===== src/rtl/key_debounce.sv =====
// Push-button conditioner: 2-flop sync, per-key stability counter, registered level/press/release.
// Define KEY_DEBOUNCE_REPEAT_EN to build auto-repeat press pulses while a key is held.
module key_debounce #(
  parameter int unsigned NKEYS           = 4,
  parameter int unsigned DEBOUNCE_CYCLES = 500000,
  parameter int unsigned CNT_W           = 20,
  parameter int unsigned REPEAT_DELAY    = 25000000,
  parameter int unsigned REPEAT_PERIOD   = 5000000
) (
  input  logic             CLOCK_50,
  input  logic             RESET_N,
  input  logic [NKEYS-1:0] KEY,
  output logic [NKEYS-1:0] key_level,
  output logic [NKEYS-1:0] key_press,
  output logic [NKEYS-1:0] key_release
);

  typedef enum logic {
    RELEASED = 1'b0,
    PRESSED  = 1'b1
  } key_state_e;

  localparam logic [CNT_W-1:0] DB_LAST = CNT_W'(DEBOUNCE_CYCLES - 1);

  logic [NKEYS-1:0] s1;
  logic [NKEYS-1:0] s2;
  logic [NKEYS-1:0] samp;

  key_state_e       state_q [NKEYS];
  key_state_e       state_d [NKEYS];
  logic [CNT_W-1:0] cnt_q   [NKEYS];
  logic [CNT_W-1:0] cnt_d   [NKEYS];

  logic [NKEYS-1:0] accept_press;
  logic [NKEYS-1:0] accept_release;
  logic [NKEYS-1:0] press_d;
  logic [NKEYS-1:0] press_q;
  logic [NKEYS-1:0] release_d;
  logic [NKEYS-1:0] release_q;

  // Synchroniser resets to all ones so an idle (released) key reads as such.
  always_ff @(posedge CLOCK_50 or negedge RESET_N) begin
    if (!RESET_N) begin
      s1 <= '1;
      s2 <= '1;
    end else begin
      s1 <= KEY;
      s2 <= s1;
    end
  end

  assign samp = ~s2;

  always_ff @(posedge CLOCK_50 or negedge RESET_N) begin
    if (!RESET_N) begin
      for (int unsigned k = 0; k < NKEYS; k++) begin
        state_q[k] <= RELEASED;
        cnt_q[k]   <= '0;
      end
      press_q   <= '0;
      release_q <= '0;
    end else begin
      for (int unsigned k = 0; k < NKEYS; k++) begin
        state_q[k] <= state_d[k];
        cnt_q[k]   <= cnt_d[k];
      end
      press_q   <= press_d;
      release_q <= release_d;
    end
  end

  // Any sample matching the accepted level restarts the stability run.
  always_comb begin
    accept_press   = '0;
    accept_release = '0;
    for (int unsigned k = 0; k < NKEYS; k++) begin
      state_d[k] = state_q[k];
      cnt_d[k]   = '0;
      if (samp[k] != state_q[k]) begin
        if (cnt_q[k] == DB_LAST) begin
          state_d[k]        = samp[k] ? PRESSED : RELEASED;
          accept_press[k]   = samp[k];
          accept_release[k] = ~samp[k];
        end else begin
          cnt_d[k] = cnt_q[k] + 1'b1;
        end
      end
    end
  end

`ifdef KEY_DEBOUNCE_REPEAT_EN
  localparam logic [CNT_W-1:0] RPT_FIRST = CNT_W'(REPEAT_DELAY - 1);
  localparam logic [CNT_W-1:0] RPT_NEXT  = CNT_W'(REPEAT_PERIOD - 1);

  logic [CNT_W-1:0] rcnt_q [NKEYS];
  logic [CNT_W-1:0] rcnt_d [NKEYS];
  logic [NKEYS-1:0] rphase_q;
  logic [NKEYS-1:0] rphase_d;
  logic [NKEYS-1:0] repeat_hit;

  always_ff @(posedge CLOCK_50 or negedge RESET_N) begin
    if (!RESET_N) begin
      for (int unsigned k = 0; k < NKEYS; k++) begin
        rcnt_q[k] <= '0;
      end
      rphase_q <= '0;
    end else begin
      for (int unsigned k = 0; k < NKEYS; k++) begin
        rcnt_q[k] <= rcnt_d[k];
      end
      rphase_q <= rphase_d;
    end
  end

  // rphase selects the initial delay versus the steady repeat period; the
  // counter sits at zero while released, so the accepted press clears it.
  always_comb begin
    repeat_hit = '0;
    rphase_d   = '0;
    for (int unsigned k = 0; k < NKEYS; k++) begin
      rcnt_d[k] = '0;
      if ((state_q[k] == PRESSED) && !accept_release[k]) begin
        if (rcnt_q[k] == (rphase_q[k] ? RPT_NEXT : RPT_FIRST)) begin
          repeat_hit[k] = 1'b1;
          rphase_d[k]   = 1'b1;
        end else begin
          rcnt_d[k]   = rcnt_q[k] + 1'b1;
          rphase_d[k] = rphase_q[k];
        end
      end
    end
  end

  assign press_d = accept_press | repeat_hit;
`else
  assign press_d = accept_press;
`endif

  assign release_d = accept_release;

  always_comb begin
    key_level = '0;
    for (int unsigned k = 0; k < NKEYS; k++) begin
      key_level[k] = (state_q[k] == PRESSED);
    end
  end

  assign key_press   = press_q;
  assign key_release = release_q;

endmodule


===== config.mk =====
export PLATFORM = sky130hd
export DESIGN_NAME = key_debounce
export DESIGN_NICKNAME = d
export VERILOG_FILES = /design/src/rtl/key_debounce.sv
export SDC_FILE = /design/constraint.sdc
export NUM_CORES = 1
export LEC_CHECK = 0
export BUFFER_PORTS_ARGS = -buffer_cell sky130_fd_sc_hd__buf_2
export CORE_UTILIZATION = 61
export DETAILED_ROUTE_END_ITERATION = 16
export GPL_TIMING_DRIVEN = 0
export PLACE_DENSITY = 0.78
export RECOVER_POWER = 50
export SLEW_MARGIN = 20
export SYNTH_ARGS = -nofsm -noshare
export SYNTH_HDL_FRONTEND = slang
export SYNTH_SLANG_ARGS = --single-unit

===== constraint.sdc =====
create_clock -name CLOCK_50 -period 2.18 [get_ports CLOCK_50]
set_input_delay 0.654 -clock CLOCK_50 [delete_from_list [all_inputs] [get_ports CLOCK_50]]
set_output_delay 0.654 -clock CLOCK_50 [all_outputs]
set_load 0.02 [all_outputs]

==> summary.txt, run 1 <==
Synthesis
  • Sequential cell area fraction in the yosys report: 0.535
  • Simple-Gate Fraction of Synth Area: 0.253
  • Post-synth ARST share: 1.00
  • Synth top cells by count: dfrtp_1, nor2_1, xnor2_1, nand4_1, inv_1
  • Warnings from Yosys: 0
  • Compound-Gate Fraction of Synth Area: 0.0607
  • Synth Area in XOR/XNOR: 0.106
  • Post-synthesis area per instance: 10.1 um2
  • Syn Inst Count: 465
  • Main synth FF type: dfrtp_1
  • Synth Area in Adders: 0.0106
  • Area leader, netlist: dfrtp_1
  • EDFF count, synth: 0
  • Post-synthesis register bit count: 100
  • Top post-synthesis cells by area: dfrtp_1, xnor2_1, nor2_1, dfstp_2, nand4_1
  • Main combinational cell family by area after synthesis: simple AND/OR/NAND/NOR gates
  • Top-count cell post-synth: dfrtp_1
  • Number of distinct library cells after synthesis: 38
  • Mux cell area share after synthesis: 0.00639
  • Area share of the largest cell type after synthesis: 0.490
  • Synthesized Nets: 475
  • Post-synthesis cell area: 4700 um2

Pwr
  • Peak VDD IR: 0.000372 V
  • Leakage: 2.18 nW
  • Tot Pwr: 3.47 mW
  • PD cells: 658 nW/um2

Outcome
  • Status: finished clean

Global routing
  • GRT overflow: 0
  • Pin count of the biggest net entering global routing: 55
  • Vias in the first global route: 3429
  • First-pass GRT wire length: 15.3 mm
  • Tot GR Track Use: 0.233
  • Antenna violations before repair: 0

Route
  • WL/cell: 14.8 um
  • Drt pass-1 iters: 5
  • Detailed router's first-iteration violation count: 99
  • Antenna Nets Post-Route: 0
  • Vias per cell: 5.89
  • Vias: 3557
  • DRC: 0
  • Post-Route WL: 8.95 mm

Min path
  • Class of the worst hold path: reg -> reg

Floorplan
  • Die Y: 89.8 um
  • FP Rows: 31
  • Initial Util: 0.641
  • Die X-Extent: 89.8 um
  • CORE AREA: 7330 um2
  • Io pins: 18
  • Die area: 8060 um2

Cells and area
  • Post-route cell area: 5280 um2
  • Filler instances: 525
  • Finished Core Util: 0.720
  • FF/Latch Area: 2510 um2
  • Fin nets: 510
  • Layout cell share with drive strength beyond 1: 0.131
  • Diode count: 0
  • Area growth syn-to-layout: 12.3%
  • Area of the multi-input gates: 2100 um2

Worst setup path
  • Crit start category: flip-flop
  • CP Class: reg -> reg
  • CP max FO: 10
  • Reg2Reg Setup Slack: 80 ps
  • Worst path required time: 2420 ps
  • Data arrival time of the worst path: 2340 ps
  • CP Capture Type: flip-flop

Clock network
  • TritonCTS Sinks: 100
  • CTS tree: yes
  • Post-CTS Hold Fix Bufs: 0
  • Worst-skew pair later-pin latency: 350 ps
  • Longest Clk Path Bufs: 2
  • Clock slew at reported path FFs: 90 ps
  • Root buffer cell: clkbuf_8
  • Htree depth: 3
  • TritonCTS Buffers: 9

STA
  • Hold_ws: 359 ps
  • Endpoints failing setup: 0
  • Slew Limit Fails: 0
  • Layout Skew: 8.90 ps
  • Slew margin rel.: 0.194
  • Fin crit period: 2100 ps
  • Hold Vio Cnt, Final: 0
  • RSZ-0062 raised after global routing: true
  • Slew @ Worst Pin: 1210 ps
  • Final period util: 0.964
  • Fmax: 476 MHz
  • Post-route worst setup slack: 78.0 ps

Placement
  • Hpwl dp: 6.09 mm
  • Placement-stage cell area: 4940 um2
  • Worst slack, placed: -224 ps
  • Placer congestion estimate: 0.840
  • Port-buffer cells: 17

Run
  • Max_cap viols: 0
## worst max-delay path: stages (launching register included)
cell and delay [ps]:
dfrtp_1 420, or4b_1 620, o41ai_4 670, buf_6 230
nor2_1 50
## placed cells by master, fill, tap and decap left out, drive strengths merged
cell / synthesis / routed
nor3b: 3 / 3
a41o: 1 / 1
or3b: 1 / 1
or2: 2 / 2
nand4: 30 / 30
dfrtp: 92 / 92
nand3: 20 / 20
nor2: 72 / 72
nand2: 23 / 23
or4: 7 / 7
a21oi: 19 / 19
xor2: 20 / 20
o41ai: 4 / 4
mux2i: 3 / 3
ha: 4 / 4
nand2b: 2 / 2
or3: 13 / 13
nand4bb: 2 / 2
nor4b: 2 / 2
a31o: 3 / 3
inv: 24 / 24
or4b: 2 / 2
and4: 6 / 6
nor4: 16 / 16
dfstp: 8 / 8
o31ai: 6 / 6
nor3: 18 / 18
o21ai: 11 / 11
xnor2: 37 / 37
bufinv: 0 / 3
buf: 5 / 26
clkinv: 0 / 1
and3: 6 / 6
clkbuf: 3 / 18
## cells by family (layout without fill, tap and decap cells)
family | after synthesis | in the layout
flip-flops | 100 | 100
AO/OA/AOI/OAI | 44 | 44
adder cells (fa/ha/maj) | 4 | 4
buffers and inverters | 32 | 72
AND/OR/NAND/NOR | 225 | 225
XOR/XNOR | 57 | 57
multiplexers | 3 | 3
## layer usage
metal | vias up | part of all wire | global-route usage
met2 | 74 | 0.50 | 0.379
met5 | - | 0 | 0
li1 | 1719 | - | -
met4 | 0 | 0.0073 | 0.0683
met3 | 8 | 0.033 | 0.0584
met1 | 1756 | 0.46 | 0.312
## sequential cells by signal, summed over array words and instances, names as in the netlist
| signal | count |
|---|---|
| key_level | 4 |
| key_press | 4 |
| s1 | 4 |
| cnt_q | 80 |
| s2 | 4 |
| key_release | 4 |
## report_power, final
part           internal, mW  leakage, nW  switching (mW)  total, mW
Clock                 0.825        0.127           0.607       1.43
Sequential             1.89         1.36          0.0249       1.91
Combinational        0.0440        0.693          0.0872      0.131
## final cells by class
class | count | share of cell area
plain buffers | 8 | 0.00806
clock buffers | 12 | 0.0294
clock inverters | 4 | 0.0180
inverters | 24 | 0.0171
multi-input cells | 333 | 0.398
flip-flops and latches | 100 | 0.476
well taps | 99 | 0.0235
repair buffers | 24 | 0.0296
## repair_timing
item	CTS	global route
setup buffers	1	5
gates resized for setup	3	5
pin swaps	2	3
endpoints found under the setup margin	31	42
## path summary, 6_finish.rpt
check,start,endpoint,cells past startpoint
worst max-delay path,cnt_q[10],cnt_q[0],4
worst min-delay path,s1[1],s2[1],0
worst max register to register,cnt_q[10],cnt_q[0],4
worst min register to register,s1[1],s2[1],0
max in group asynchronous,RESET_N,s2[2],2
min in group asynchronous,RESET_N,cnt_q[14],1
## metrics by stage
stage,setup TNS [ps],std cells
floorplan,0,465
global placement,-48670,581
detailed placement,-3870,582
CTS,0,599
global route,-419,604
finish,0,604
Note: power is estimated with default switching activity, not from simulation.
==> inputs of run 2 (changes only) <==
Settings changed: ABC_AREA set to 1, CORE_UTILIZATION 61 to 62, PLACE_DENSITY 0.78 to 0.79.
==> run 2 against run 1 <==
  * Synthesized cell count grew 48%
  * Via count grew 24%
  * Utilization shrank 1.3 points
  * Die area grew 13%
  * Power shrank 2.7%
  * Clock power shrank 6%
  * Setup slack gained 450 ps
  * Flip-flop and latch count is the same
  * Clock skew grew 3.3 ps
  * Critical endpoint is now key_level[1]
==> summary.txt, run 2 <==
Outcome
  • Status: finished clean

STA
  • Slew Limit Fails: 0
  • Hold Vio Cnt, Final: 0
  • Slew margin rel.: 0.401
  • Layout Skew: 12.2 ps
  • Fin crit period: 1650 ps
  • RSZ-0062 raised after global routing: false
  • Hold_ws: 363 ps
  • Slew @ Worst Pin: 899 ps
  • Setup TNS: 0 ps
  • Endpoints failing setup: 0
  • Final period util: 0.756
  • Fmax: 606 MHz
  • Post-route worst setup slack: 531 ps

Worst setup path
  • Worst path required time: 1530 ps
  • Slowest CP cell: dfrtp_1
  • CP Capture Type: output pin
  • Reg2Reg Setup Slack: 580 ps
  • R2R Path Start: s2[3]
  • Crit path buf inv count: 1
  • Crit start category: flip-flop
  • Worst path top cell family by delay: flip-flops
  • Crit path launch: key_level[1]
  • Critical-path cell list: buf_2
  • Data arrival time of the worst path: 990 ps
  • CP max FO: 5
  • Slowest stage delay, CP: 430 ps
  • CP Class: reg -> out

Synthesis
  • EDFF count, synth: 0
  • Synthesized Nets: 699
  • Top post-synthesis cells by area: dfrtp_1, nor2_1, nand2_1, inv_1, nand3_1
  • Sequential cell area fraction in the yosys report: 0.466
  • Post-synthesis area per instance: 7.83 um2
  • Main synth FF type: dfrtp_1
  • Synth top cells by count: nor2_1, nand2_1, dfrtp_1, inv_1, nand3_1
  • Syn Inst Count: 689
  • Area share of the largest cell type after synthesis: 0.427
  • Number of distinct library cells after synthesis: 30
  • Area leader, netlist: dfrtp_1
  • Post-synthesis cell area: 5400 um2
  • Warnings from Yosys: 0
  • Top-count cell post-synth: nor2_1
  • Post-synthesis register bit count: 100
  • Post-synth ARST share: 1.00

Clock network
  • Resize count post-CTS: 0
  • Longest Clk Path Bufs: 2
  • TritonCTS Sinks: 100
  • Htree depth: 3
  • CTS tree: yes
  • Root buffer cell: clkbuf_8
  • Clock slew at reported path FFs: 100 ps
  • Post-CTS Setup Inserts: 0
  • TritonCTS Buffers: 9
  • Post-CTS Hold Fix Bufs: 0
  • Worst-skew pair later-pin latency: 370 ps

Min path
  • HP Start: s1[3]
  • Class of the worst hold path: reg -> reg

Route
  • Detailed router's first-iteration violation count: 169
  • Vias: 4418
  • Post-Route WL: 10.7 mm
  • WL/cell: 13.0 um
  • Antenna Nets Post-Route: 0
  • DRC: 0
  • Drt pass-1 iters: 5
  • Vias per cell: 5.34

Floorplan
  • Die Y: 95.3 um
  • Die X-Extent: 95.3 um
  • Initial Util: 0.650
  • CORE AREA: 8300 um2
  • Io pins: 18
  • Die area: 9080 um2
  • FP Rows: 33

Cells and area
  • Area of the multi-input gates: 2590 um2
  • Diode count: 0
  • Finished Core Util: 0.707
  • Commonest non-fill, non-tap cell in the layout: nor2_1
  • Layout cell share with drive strength beyond 1: 0.137
  • Max reg flops: 80
  • Reg with most FFs: cnt_q
  • Non-Filler Instances: 828
  • Fin nets: 728
  • FF/Latch Area: 2510 um2
  • Most frequent cells in the layout: nor2_1, nand2_1, dfrtp_1
  • Area growth syn-to-layout: 8.74%
  • Filler instances: 685

Global routing
  • Vias in the first global route: 4158
  • Antenna violations before repair: 0
  • First-pass GRT wire length: 18.5 mm
  • GRT overflow: 0
  • Tot GR Track Use: 0.263
  • Pin count of the biggest net entering global routing: 67

Pwr
  • PD cells: 576 nW/um2
  • Leakage: 2.60 nW
  • Peak VDD IR: 0.000425 V

Placement
  • Port-buffer cells: 17
  • Hpwl dp: 7.84 mm
  • Placer congestion estimate: 0.909
  • DP Cell Count: 812
  • Worst slack, placed: 601 ps

Run
  • Max_cap viols: 0
-- run 2: changes by cell type after synthesis, moves of 20 or more --
cell     before  now
nand4_1      29    9
xnor2_1      37   12
nor2_1       72  176
nand3_1      20   47
nand2_1      23  130
inv_1        24   73
-- run 2: layout make-up --
type                       instances  area share
tap                              105      0.0224
multi-input combinational        511       0.441
clock inverter                     7      0.0179
sequential                       100       0.428
timing repair buffer              18      0.0190
inverter                          75      0.0480
clock buffer                       9      0.0211
buffer                             3     0.00235
-- run 2: layer usage --
metal / track usage / part of all wire
met5: 0 / 0
met4: 0.0556 / 0.012
met3: 0.0534 / 0.042
met2: 0.433 / 0.48
met1: 0.359 / 0.47
-- run 2: logic make-up (layout without fill, tap and decap cells) --
family,after synthesis,in the layout,share of synthesized area
and+or+nand+nor,441,441,0.382
buffers and inverters,78,112,0.0547
AOI/OAI and AO/OA,32,32,0.0334
adders and majority gates,4,4,0.00928
DFF,100,100,0.466
xor gates and xnor gates,34,34,0.0552
-- run 2: metrics by stage --
stage / power, mW / cell area (um2)
finish: 3.38 / 5870
global route: 3.51 / 5870
CTS: 3.43 / 5870
detailed placement: 2.07 / 5650
global placement: 2.06 / 5610
floorplan: 2.00 / 5400
-- run 2: power by group --
| group | switching (mW) | internal, mW | leakage [nW] | total, mW |
|---|---|---|---|---|
| Sequential | 0.0208 | 1.88 | 1.36 | 1.91 |
| Clock | 0.683 | 0.667 | 0.113 | 1.35 |
| Combinational | 0.0928 | 0.0333 | 1.13 | 0.126 |
| Total | 0.796 | 2.58 | 2.60 | 3.38 |
-- run 2: path summary, 6_finish.rpt --
path | to | cells past startpoint
max | key_level[1] | 1
min | s2[3] | 0
max reg2reg | cnt_q[5] | 5
min reg2reg | s2[3] | 0
max in group asynchronous | s2[1] | 2
min in group asynchronous | cnt_q[69] | 1
